$ cat config.mk
export PLATFORM = sky130hd
export DESIGN_NAME = inst_encoder_loader_flat
export DESIGN_NICKNAME = d
export VERILOG_FILES = /design/src/rtl/inst_encoder_loader_if.sv /design/src/rtl/inst_encoder_loader.sv /design/src/flat_wrapper.sv
export SDC_FILE = /design/constraint.sdc
export NUM_CORES = 1
export LEC_CHECK = 0
export BUFFER_PORTS_ARGS = -buffer_cell sky130_fd_sc_hd__buf_2
export CORE_AREA = 2 2 93 95
export CTS_BUF_LIST = sky130_fd_sc_hd__clkbuf_2 sky130_fd_sc_hd__clkbuf_4 sky130_fd_sc_hd__clkbuf_8
export DETAILED_ROUTE_END_ITERATION = 8
export DIE_AREA = 0 0 95 97
export SYNTH_ARGS = -nofsm -noshare
export SYNTH_HDL_FRONTEND = slang
export SYNTH_SLANG_ARGS = --single-unit
$ cat constraint.sdc
create_clock -name clk -period 2.2 [get_ports clk]
set_input_delay 0.11 -clock clk [delete_from_list [all_inputs] [get_ports clk]]
set_output_delay 0.11 -clock clk [all_outputs]
set_load 0.02 [all_outputs]
$ cat src/rtl/inst_encoder_loader_if.sv
// inst_encoder_loader_if
//   Bundles the loader's two buses: the instruction-field handshake
//   (in_valid/in_ready plus the fields) and the instruction-memory
//   write port (imem_we/imem_addr/imem_wdata).
//   master: the producer of fields and the consumer of memory writes
//           (program source / testbench / memory side).
//   slave : the loader itself.
// Parameters
//   ADDR_W  word-address width of instruction memory
interface inst_encoder_loader_if #(
    parameter int unsigned ADDR_W = 8
);
    logic              in_valid;
    logic              in_ready;
    logic [2:0]        in_op;
    logic [4:0]        in_rd;
    logic [4:0]        in_rs1;
    logic [4:0]        in_rs2;
    logic [4:0]        in_imm;
    logic              in_dir;
    logic              imem_we;
    logic [ADDR_W-1:0] imem_addr;
    logic [31:0]       imem_wdata;

    modport master (
        output in_valid, in_op, in_rd, in_rs1, in_rs2, in_imm, in_dir,
        input  in_ready, imem_we, imem_addr, imem_wdata
    );

    modport slave (
        input  in_valid, in_op, in_rd, in_rs1, in_rs2, in_imm, in_dir,
        output in_ready, imem_we, imem_addr, imem_wdata
    );
endinterface

$ cat src/rtl/inst_encoder_loader.sv
// inst_encoder_loader
//   Assembles ld/sd/and/or/add/sub/beq/blt words from discrete fields and
//   writes them to instruction memory at consecutive word addresses,
//   starting at 0 on each start pulse. Field placement mirrors the decoder.
// Ports
//   clk, reset      rising-edge clock, synchronous active-high reset
//   start, finish   pulses that begin / end a program load
//   bus (slave)     field handshake in, memory write port out
//   busy            loader is not idle
//   done            one-cycle pulse at the end of a load
//   count           words written in the current load (incl. halt word)
//   overflow        sticky: an op was presented while memory was full
// Configuration
//   INST_LOADER_HALT_PAD_EN  when defined, finish appends a self-loop
//                            beq x0,x0,0 word unless memory is full.
module inst_encoder_loader #(
    parameter int unsigned ADDR_W = 8
) (
    input  logic                 clk,
    input  logic                 reset,
    input  logic                 start,
    input  logic                 finish,
    inst_encoder_loader_if.slave bus,
    output logic                 busy,
    output logic                 done,
    output logic [ADDR_W:0]      count,
    output logic                 overflow
);
    localparam logic [ADDR_W:0] DEPTH     = {1'b1, {ADDR_W{1'b0}}};
    localparam logic [31:0]     HALT_WORD = 32'h0000_0063;

    typedef enum logic [1:0] {
        S_IDLE,
        S_LOAD,
`ifdef INST_LOADER_HALT_PAD_EN
        S_HALT,
`endif
        S_DONE
    } state_t;

    state_t            state;
    logic              we_q;
    logic [ADDR_W-1:0] addr_q;
    logic [31:0]       wdata_q;
    logic              full;
    logic              last_slot;
    logic              ready;
    logic              accept;

    function automatic logic [31:0] encode(
        input logic [2:0] op,
        input logic [4:0] rd,
        input logic [4:0] rs1,
        input logic [4:0] rs2,
        input logic [4:0] imm,
        input logic       dir
    );
        logic [31:0] w;
        case (op)
            3'd0:    w = {7'b0000000, imm, rs1, 3'b011, rd,  7'b0000011};
            3'd1:    w = {7'b0000000, rs2, rs1, 3'b011, imm, 7'b0100011};
            3'd2:    w = {7'b0000000, rs2, rs1, 3'b111, rd,  7'b0110011};
            3'd3:    w = {7'b0000000, rs2, rs1, 3'b110, rd,  7'b0110011};
            3'd4:    w = {7'b0000000, rs2, rs1, 3'b000, rd,  7'b0110011};
            3'd5:    w = {7'b0100000, rs2, rs1, 3'b000, rd,  7'b0110011};
            3'd6:    w = {6'b000000, dir, rs2, rs1, 3'b000, imm, 7'b1100011};
            default: w = {6'b000000, dir, rs2, rs1, 3'b100, imm, 7'b1100011};
        endcase
        return w;
    endfunction

    assign full      = (count == DEPTH);
    assign last_slot = (count == DEPTH - 1'b1);
    // start takes priority over a same-cycle op; reset masks the handshake.
    assign ready     = (state == S_LOAD) && !full && !start && !reset;
    assign accept    = bus.in_valid && ready;

    assign bus.in_ready   = ready;
    // Gating with reset drops a write registered just before reset arrives.
    assign bus.imem_we    = we_q && !reset;
    assign bus.imem_addr  = addr_q;
    assign bus.imem_wdata = wdata_q;
    assign busy           = (state != S_IDLE);
    assign done           = (state == S_DONE);

    always_ff @(posedge clk) begin
        if (reset) begin
            state    <= S_IDLE;
            we_q     <= 1'b0;
            addr_q   <= '0;
            wdata_q  <= '0;
            count    <= '0;
            overflow <= 1'b0;
        end else begin
            we_q <= 1'b0;
            if (accept) begin
                we_q    <= 1'b1;
                addr_q  <= count[ADDR_W-1:0];
                wdata_q <= encode(bus.in_op, bus.in_rd, bus.in_rs1,
                                  bus.in_rs2, bus.in_imm, bus.in_dir);
                count   <= count + 1'b1;
            end
            case (state)
                S_IDLE: begin
                    if (start) begin
                        count    <= '0;
                        overflow <= 1'b0;
                        state    <= S_LOAD;
                    end
                end
                S_LOAD: begin
                    if (start) begin
                        count    <= '0;
                        overflow <= 1'b0;
                    end else begin
                        if (bus.in_valid && full)
                            overflow <= 1'b1;
                        if (finish) begin
`ifdef INST_LOADER_HALT_PAD_EN
                            // Fullness must account for an op accepted this same edge.
                            state <= (full || (accept && last_slot)) ? S_DONE : S_HALT;
`else
                            state <= S_DONE;
`endif
                        end
                    end
                end
`ifdef INST_LOADER_HALT_PAD_EN
                S_HALT: begin
                    if (!full) begin
                        we_q    <= 1'b1;
                        addr_q  <= count[ADDR_W-1:0];
                        wdata_q <= HALT_WORD;
                        count   <= count + 1'b1;
                    end
                    state <= S_DONE;
                end
`endif
                S_DONE:  state <= S_IDLE;
                default: state <= S_IDLE;
            endcase
        end
    end

`ifndef INST_LOADER_HALT_PAD_EN
    logic unused_last_slot;
    assign unused_last_slot = last_slot;
`endif
endmodule

$ cat src/flat_wrapper.sv
// flat-port wrapper written by rule: the top's interface ports become plain ports
module inst_encoder_loader_flat 
#(
    parameter int unsigned ADDR_W = 8
)
  (clk, reset, start, finish, busy, done, count, overflow, bus_in_valid, bus_in_op, bus_in_rd, bus_in_rs1, bus_in_rs2, bus_in_imm, bus_in_dir, bus_in_ready, bus_imem_we, bus_imem_addr, bus_imem_wdata);
  inst_encoder_loader_if #(.ADDR_W(ADDR_W)) bus_i ();
  input  logic clk;
  input  logic reset;
  input  logic start;
  input  logic finish;
  output logic busy;
  output logic done;
  output logic [ADDR_W:0] count;
  output logic overflow;
  input wire logic [$bits(bus_i.in_valid)-1:0] bus_in_valid;
  input wire logic [$bits(bus_i.in_op)-1:0] bus_in_op;
  input wire logic [$bits(bus_i.in_rd)-1:0] bus_in_rd;
  input wire logic [$bits(bus_i.in_rs1)-1:0] bus_in_rs1;
  input wire logic [$bits(bus_i.in_rs2)-1:0] bus_in_rs2;
  input wire logic [$bits(bus_i.in_imm)-1:0] bus_in_imm;
  input wire logic [$bits(bus_i.in_dir)-1:0] bus_in_dir;
  output wire logic [$bits(bus_i.in_ready)-1:0] bus_in_ready;
  output wire logic [$bits(bus_i.imem_we)-1:0] bus_imem_we;
  output wire logic [$bits(bus_i.imem_addr)-1:0] bus_imem_addr;
  output wire logic [$bits(bus_i.imem_wdata)-1:0] bus_imem_wdata;
  assign bus_i.in_valid = bus_in_valid;
  assign bus_i.in_op = bus_in_op;
  assign bus_i.in_rd = bus_in_rd;
  assign bus_i.in_rs1 = bus_in_rs1;
  assign bus_i.in_rs2 = bus_in_rs2;
  assign bus_i.in_imm = bus_in_imm;
  assign bus_i.in_dir = bus_in_dir;
  assign bus_in_ready = bus_i.in_ready;
  assign bus_imem_we = bus_i.imem_we;
  assign bus_imem_addr = bus_i.imem_addr;
  assign bus_imem_wdata = bus_i.imem_wdata;
  inst_encoder_loader #(.ADDR_W(ADDR_W)) u_core (.clk(clk), .reset(reset), .start(start), .finish(finish), .bus(bus_i), .busy(busy), .done(done), .count(count), .overflow(overflow));
endmodule
* Word level (Yosys, flattened, before mapping) *
Index checks and enable logic that the tools add are counted.

storage, ports and cells
  bits in registers = 53
  output and inout port bits = 54
  logic and storage cells = 49
  bits of input ports = 29

cells by class
  add/subtract/negate cells = 1
  equal/unequal tests = 13
  multiplexer cells = 13
  reduce and logical (&&, ||, !) cells = 16

operators with widths
  operator                                              number
  one-hot mux 31 bit (7 select lines)                   1
  2-to-1 mux 9 bit                                      3
  adder 9 x 1 -> 9 bit (second input constant)          1
  equality test 3 bit (second input constant)           3
  equality test 9 bit (second input constant)           1
  equality test 3 x 2 -> 1 bit (second input constant)  2
  logical AND 1 bit                                     6
  2-to-1 mux 2 bit                                      3
  != test 2 bit (second input constant)                 3
  AND reduction 3 bit                                   2
  2-to-1 mux 1 bit                                      4
  one-hot mux 2 bit (2 select lines)                    1
  nonzero test 2 bit                                    2
  equality test 3 x 1 -> 1 bit (second input constant)  1
  zero test 1 bit                                       3
  zero test 3 bit                                       1
  != test 3 bit (second input constant)                 1
  equality test 2 x 1 -> 1 bit (second input constant)  1
  equality test 2 bit (second input constant)           1
  zero test 2 bit                                       1
  one-hot mux 1 bit (2 select lines)                    1
  OR reduction 2 bit                                    1

* Depth between registers and ports, before layout *
Gate-level depths: netlist (run 1).

  depth in word-level cells = 9
  gate-level depth with buffers = 9
  gate-level depth less buffers = 7

* Worst setup path before layout (run 1) *
Ideal clock, no wire load.

  path kind = flip-flop to flip-flop
  start = register u_core.count[7]
  end = register u_core.wdata_q[1] (netlist: u_core.bus.imem_wdata[1])
  slack = 439 ps
  cell stages (with the launch flop) = 8
  setup time = 128 ps
  period minus slack after synthesis = 1761 ps
  data arrival time = 1633 ps
  path through = dfxtp_1 > or4_4 > o211ai_4 > inv_2 > buf_6 > buf_6 > nor2_1 > nor2_1

on the way
  word-level cells in the longest chain between the ends = 6

RTL lines
  item                             RTL line                    RTL
  start, declared                  inst_encoder_loader.sv:26   output logic [ADDR_W:0] count,
  start signal, assigned           inst_encoder_loader.sv:101  count <= count + 1'b1;
  equality test 9 bit              inst_encoder_loader.sv:72   assign full = (count == DEPTH);
  zero test 1 bit                  inst_encoder_loader.sv:75   assign ready = (state == S_LOAD) && !full && !start && !reset;
  logical AND 1 bit (3 in series)  inst_encoder_loader.sv:75
  logical AND 1 bit                inst_encoder_loader.sv:76   assign accept = bus.in_valid && ready;
  end signal, assigned             inst_encoder_loader.sv:99   wdata_q <= encode(bus.in_op, bus.in_rd, bus.in_rs1,
  end, declared                    inst_encoder_loader.sv:44   logic [31:0] wdata_q;

No other way between the ends.
A chain may end at the register's enable or synchronous reset.

* Worst setup path in the final report (run 1) *
  start = register u_core.count[7]
  end = register u_core.count[4]

on the way
  word-level cells in the longest chain between the ends = 9

RTL lines
  item                                 RTL line                                                RTL
  equality test 9 bit (*)              inst_encoder_loader.sv:72
  zero test 1 bit (*)                  inst_encoder_loader.sv:75
  logical AND 1 bit (*) (3 in series)  inst_encoder_loader.sv:75
  logical AND 1 bit (*)                inst_encoder_loader.sv:76
  2-to-1 mux 9 bit (*)                 inst_encoder_loader.sv:96                               if (accept) begin
  2-to-1 mux 9 bit                     inst_encoder_loader.sv:105, inst_encoder_loader.sv:112
  2-to-1 mux 9 bit (*)                 --

Every way passes the cells marked *; elsewhere a longest branch is shown, timed or not.

==> results of run 1 <==
state kept, by name (all words and copies together), names as in the netlist:
register and flops:
u_core.bus.imem_wdata 24, u_core.count 9, u_core.bus.imem_addr 8, u_core.state 2, u_core.overflow 1, u_core.we_q 1
cells in the final DEF, fill, tap and decap left out, drive strengths merged:
cell / n
or4: 2
clkinv: 1
nand2b: 1
inv: 6
nor4b: 1
nor2: 24
and4: 1
mux2i: 10
nand4: 3
nor3: 2
conb: 7
o21ai: 5
dfxtp: 45
nor2b: 1
or2: 1
nand4b: 1
nand3: 5
xor2: 2
or3: 4
o211ai: 1
a21oi: 27
a21o: 1
ha: 2
xnor2: 2
clkbuf: 7
a211oi: 13
nand2: 37
buf: 81
nand4bb: 1
a41oi: 1
nor3b: 1
and3: 1
worst min-delay path by stage:
stage                                     end  cells after the start
CTS                 u_core.bus.imem_wdata[17]                      3
detailed placement  u_core.bus.imem_wdata[17]                      3
global route        u_core.bus.imem_wdata[15]                      3
floorplan                     u_core.state[1]                      2
global placement    u_core.bus.imem_wdata[16]                      3
finish              u_core.bus.imem_wdata[16]                      3
power breakdown:
part           switching, mW  leakage (nW)  internal [mW]  total (mW)
clock                  0.271        0.0542          0.284       0.555
sequential           0.00662         0.363          0.824       0.831
combinational         0.0949         0.653         0.0561       0.151
total                  0.373          1.07           1.16        1.54
layer usage:
metal	routed length (um)	track usage (%)	vias up
li1	-	-	888
met1	2105	13.13	814
met2	2257	18.33	65
met3	361	3.349	5
met4	44	2.341	0
met5	0	0	-
cells by family after synthesis:
family | count (synthesis) | synth area share (%)
flip-flops | 45 | 45.00
XOR/XNOR | 4 | 1.750
AO/OA/AOI/OAI | 48 | 17.75
multiplexers | 10 | 5.000
other | 1 | 0.1873
AND/OR/NAND/NOR | 86 | 20.81
adder cells (fa/ha/maj) | 2 | 1.250
buffers and inverters | 28 | 8.250
what timing repair did:
item                                    4_1_cts  5_1_grt
hold endpoints to repair                      0        0
buffers inserted                              0        0
gates resized for setup                       0        2
endpoints found under the setup margin        0       19
per-stage QoR:
| step | instance area, um^2 | power [mW] | hold slack (ns) | setup slack [ns] | utilization (%) |
|---|---|---|---|---|---|
| floorplan | 2024 | 0.9585 | 0.2445 | 0.4392 | - |
| global placement | 2434 | 1.002 | 0.3518 | 0.2426 | 29.92 |
| CTS | 2535 | 1.568 | 0.04655 | 0.1495 | 31.16 |
| finish | 2537 | 1.537 | 0.05792 | 0.4282 | 31.20 |
| global route | 2537 | 1.614 | 0.05921 | 0.2475 | 31.20 |
| detailed placement | 2434 | 1.003 | 0.3579 | 0.1715 | 29.92 |
layout make-up:
| class | count | share of cell area [%] |
|---|---|---|
| tap | 105 | 5.178 |
| clock buffer | 7 | 3.797 |
| inverter | 6 | 0.9862 |
| clock inverter | 1 | 0.1972 |
| multi-input combinational | 157 | 37.77 |
| timing repair buffer | 81 | 16.57 |
| sequential | 45 | 35.50 |
worst max-delay path, stage by stage (launching register included):
cell	delay (ns)
dfxtp_1	0.36
or4_4	0.57
o211ai_4	0.21
buf_4	0.30
o21ai_0	0.13
a21oi_1	0.14
==> flow_summary_export.csv, run 1 <==
group,metric,value,unit
global_route,gr-total-overflow,0,
global_route,grt_pass1_wl,8.010,mm
worst_hold_path,worstHoldStart,"bus_in_rs1[1]",
placement,place_congestion,0.7114,
finish,diodes,0,
floorplanning,die_y,97,um
routing,vias,1772,
clocking,cts_buffer_depth,2,
run,cap_viol_max_count,0,
setup_path,r2r-end,"u_core.count[4]",
setup_path,cp-end-kind,"flip-flop",
synthesis,syn-mean-instance-area,8.937,um^2
sta,slew_headroom,64.67,%
routing,drt_first_pass_iters,4,
finish,fillers,883,
clocking,clk_transition_reported_paths,0.08,ns
sta,period_share,80.54,%
synthesis,yosysMostFrequentCell,"dfxtp_1",
routing,drt-vias-per-instance,4.408,
global_route,grt_util_all_layers,10.75,%
synthesis,ys_seq_area_share,45.00,%
routing,detail_route.wirelength,4.769,mm
sta,fmax,564.4,MHz
power,ir_drop,221.9,uV
clocking,cts_root_buf,"clkbuf_8",
synthesis,synth_common_cells,"dfxtp_1 (45), nand2_1 (37), a21oi_1 (27), nor2_1 (24), a211oi_2 (12)",
finish,fin_nets,327,
sta,maxSlewViolCount,0,
synthesis,synth_edf_count,0,
setup_path,r2r_start,"u_core.count[7]",
sta,fin_crit,1.772,ns
sta,tightestPinTransition,0.5299,ns
floorplanning,die_area,9215,um^2
global_route,grt_pass1_vias,1700,
sta,fin_skew,0.005293,ns
synthesis,synth_area,2002,um^2
synthesis,ys_top_cells_by_area,"dfxtp_1 (45%), a211oi_2 (7.5%), nand2_1 (6.9%)",
setup_path,start_kind,"flip-flop",
clocking,clock-sinks,45,
clocking,clock_latency,0.29,ns
clocking,hold_buffers,0,
placement,hpwl,3.342,mm
routing,wl_per_cell,11.86,um
clocking,tritoncts,"done",
setup_path,crit_arrival,1.99,ns
sta,final-setup-viol-count,0,
sta,setup-tns-final,0,ns
routing,drt-initial-drc-count,39,
power,powerDensity,605.8,nW/um^2
global_route,antenna_found_initial,0,
synthesis,syn_inst,224,
global_route,grt_start_max_net_pins,49,
clocking,numCtsBuffers,5,
setup_path,path_class,"reg -> reg",
finish,stdcell_count,402,
power,leakage,1.071,nW
synthesis,yosysUniqueCellTypes,37,
clocking,h-tree-depth,2,
setup_path,critPathRequiredTime,2.42,ns
sta,hold_violations,0,
floorplanning,initial_core_util,24.61,%
finish,multi_input_area,958.4,um^2
synthesis,yosys_warnings,0,
setup_path,reg2regPathDepth,5,
synthesis,yosys_most_used_dff,"dfxtp_1",
synthesis,synth-seq-cells,45,
routing,drc,0,
placement,placedCellCount,394,
finish,drive_above_1_share,36.03,%
worst_hold_path,min_path_type,"in -> reg",
floorplanning,core,8134,um^2
synthesis,synth_top_area_share,45.00,%
floorplanning,io_pins,83,
setup_path,worst-path-max-fanout,25,
placement,port_buffers,75,
floorplanning,fp.dieW,95,um
synthesis,synth-async-reset-ratio,0,%
setup_path,critPathCapture,"u_core.count[4]",
routing,ant_nets,0,
floorplanning,rows,33,
setup_path,rrSetupSlack,0.43,ns
setup_path,crit_path_start,"u_core.count[7]",
sta,grt_setup_unrepaired,"false",
status,outcome,"completed",
synthesis,synth_area_leader_cell,"dfxtp_1",
finish,seq_area,900.9,um^2
finish,area_delta_synth_final,26.75,%
Note: power is estimated with default switching activity, not from simulation.
==> run 2: changes to the inputs <==
==> constraint.sdc (replaced) <==
create_clock -name clk -period 1.6 [get_ports clk]
set_input_delay 0.08 -clock clk [delete_from_list [all_inputs] [get_ports clk]]
set_output_delay 0.08 -clock clk [all_outputs]
set_load 0.02 [all_outputs]
==> run 2 against run 1 <==
The flow now finishes with violations (setup timing). Final cell count grew 3.0%. Hold slack got worse by 0.036 ns. Sequential share of layout area decreased by 2.0 points. Clock skew increased by 0.0030 ns. Critical path depth increased by 1. Critical endpoint is now u_core.bus.imem_wdata[10]. Fmax increased by 4.4%. Highest routed layer unchanged.
==> flow_summary_export.csv, run 2 (same netlist as run 1, synthesis figures left out) <==
group,metric,value,unit
clocking,clock_latency,0.29,ns
global_route,antenna_found_initial,0,
finish,final_common_cell,"buf_2",
setup_path,crit_path_start,"u_core.count[7]",
sta,fin_crit,1.698,ns
worst_hold_path,min_path_type,"in -> reg",
sta,fmax,589.0,MHz
placement,place_congestion,0.7618,
placement,port_buffers,75,
sta,hold_violations,0,
finish,largest_register_ffs,24,
routing,drt-vias-per-instance,4.394,
finish,fin_nets,339,
setup_path,reg2regPathDepth,6,
clocking,hold_buffers,0,
setup_path,crit_buf_inv,2,
power,leakage,1.152,nW
sta,final-setup-viol-count,37,
routing,topRoutingLayerUsed,"met4",
global_route,grt_pass1_wl,8.369,mm
routing,drc,0,
clocking,numCtsBuffers,5,
routing,met3_length,362,um
floorplanning,rows,33,
routing,detail_route.wirelength,5.232,mm
routing,wl_met1,2.359,mm
global_route,grt_start_max_net_pins,37,
status,outcome,"complete, but fails checks",
routing,wl_per_cell,12.64,um
setup_path,crit_arrival,1.86,ns
setup_path,crit_chain,"or4_4 -> o211ai_4 -> inv_4 -> clkbuf_16 -> nor2_2 -> a211oi_2",
setup_path,max_stage_delay,0.55,ns
sta,fin_skew,0.008318,ns
finish,drive_above_1_share,44.98,%
setup_path,start_kind,"flip-flop",
global_route,grt_pass1_vias,1813,
placement,placedCellCount,406,
floorplanning,die_y,97,um
global_route,grt_util_all_layers,11.42,%
global_route,gr-total-overflow,0,
setup_path,critPathRequiredTime,1.76,ns
floorplanning,die_area,9215,um^2
clocking,clock-sinks,45,
clocking,clk_transition_reported_paths,0.08,ns
setup_path,r2r_start,"u_core.count[7]",
status,violations,"setup timing",
setup_path,critPathCapture,"u_core.bus.imem_wdata[10]",
setup_path,worst-path-stages,6,
setup_path,worst-path-max-fanout,18,
routing,drt_first_pass_iters,4,
placement,hpwl,3.539,mm
setup_path,slowest_stage,"or4_4",
clocking,cts_root_buf,"clkbuf_8",
routing,drt-initial-drc-count,63,
sta,maxSlewViolCount,0,
routing,wl_met2,2.466,mm
setup_path,cp-end-kind,"flip-flop",
power,powerDensity,769.9,nW/um^2
sta,layout_setup_ws,-0.09776,ns
power,ir_drop,339.9,uV
setup_path,crit_family,"simple AND/OR/NAND/NOR gates",
clocking,h-tree-depth,2,
sta,setup-tns-final,-1.998,ns
floorplanning,core,8134,um^2
finish,stdcell_count,414,
setup_path,r2r-end,"u_core.bus.imem_wdata[10]",
setup_path,rrSetupSlack,-0.1,ns
clocking,tritoncts,"done",
finish,area_delta_synth_final,36.25,%
finish,most-common-layout-cells,"buf_2 (74), dfxtp_1 (39), nand2_1 (37)",
setup_path,path_class,"reg -> reg",
floorplanning,initial_core_util,24.61,%
finish,diodes,0,
sta,period_share,106.1,%
clocking,postCtsSetupRepairBufs,0,
clocking,cts_buffer_depth,2,
floorplanning,fp.dieW,95,um
sta,grt_setup_unrepaired,"true",
run,cap_viol_max_count,0,
floorplanning,io_pins,83,
routing,vias,1819,
routing,ant_nets,0,
finish,final_core_util,33.53,%
power,p_total,2.100,mW
-- run 2: cell type report --
cell class	instances	area [um^2]
tap	105	131.4
fill	849	5406
inverter	6	25.02
timing repair buffer	93	554.3
sequential	45	913.4
clock buffer	8	91.34
multi-input combinational	157	1012
-- run 2: how the worst min path moves through the flow --
stage / cells after the start / startpoint / to
finish: 3 / finish / u_core.state[1]
global route: 3 / bus_in_rs1[0] / u_core.bus.imem_wdata[15]
CTS: 3 / bus_in_rs1[3] / u_core.bus.imem_wdata[18]
detailed placement: 3 / finish / u_core.state[1]
global placement: 3 / finish / u_core.state[1]
floorplan: 2 / finish / u_core.state[1]
-- run 2: repair_timing --
| item | 4_1_cts | 5_1_grt |
|---|---|---|
| pin swaps | 3 | 2 |
| gates resized for setup | 11 | 10 |
| endpoints found under the setup margin | 35 | 39 |
| gates cloned | 0 | 1 |
-- run 2: worst min-delay path, cell delays in order --
cell    delay [ns]
buf_2         0.09
inv_1         0.06
nor2_1        0.05
-- run 2: metal layers --
layer / vias to the layer above / GRT usage, %
li1: 920 / -
met1: 825 / 13.75
met2: 70 / 19.26
met3: 4 / 3.660
met4: 0 / 3.233
met5: - / 0
-- run 2: metrics by stage --
stage          worst slack (ns)  hold WS, ns  cell area, um^2
4_1_cts                -0.08691      0.01118             2675
6_report               -0.09776      0.02147             2728
3_3_place_gp           -0.03226       0.3240             2547
2_1_floorplan           -0.1051       0.2145             2039
3_5_place_dp           -0.06669       0.3322             2547
5_1_grt                 -0.1547      0.02806             2728
-- run 2: power by group --
group | switching, mW | internal, mW
registers | 0.00847 | 1.13
clock network | 0.372 | 0.362
logic | 0.138 | 0.0897
total | 0.518 | 1.58
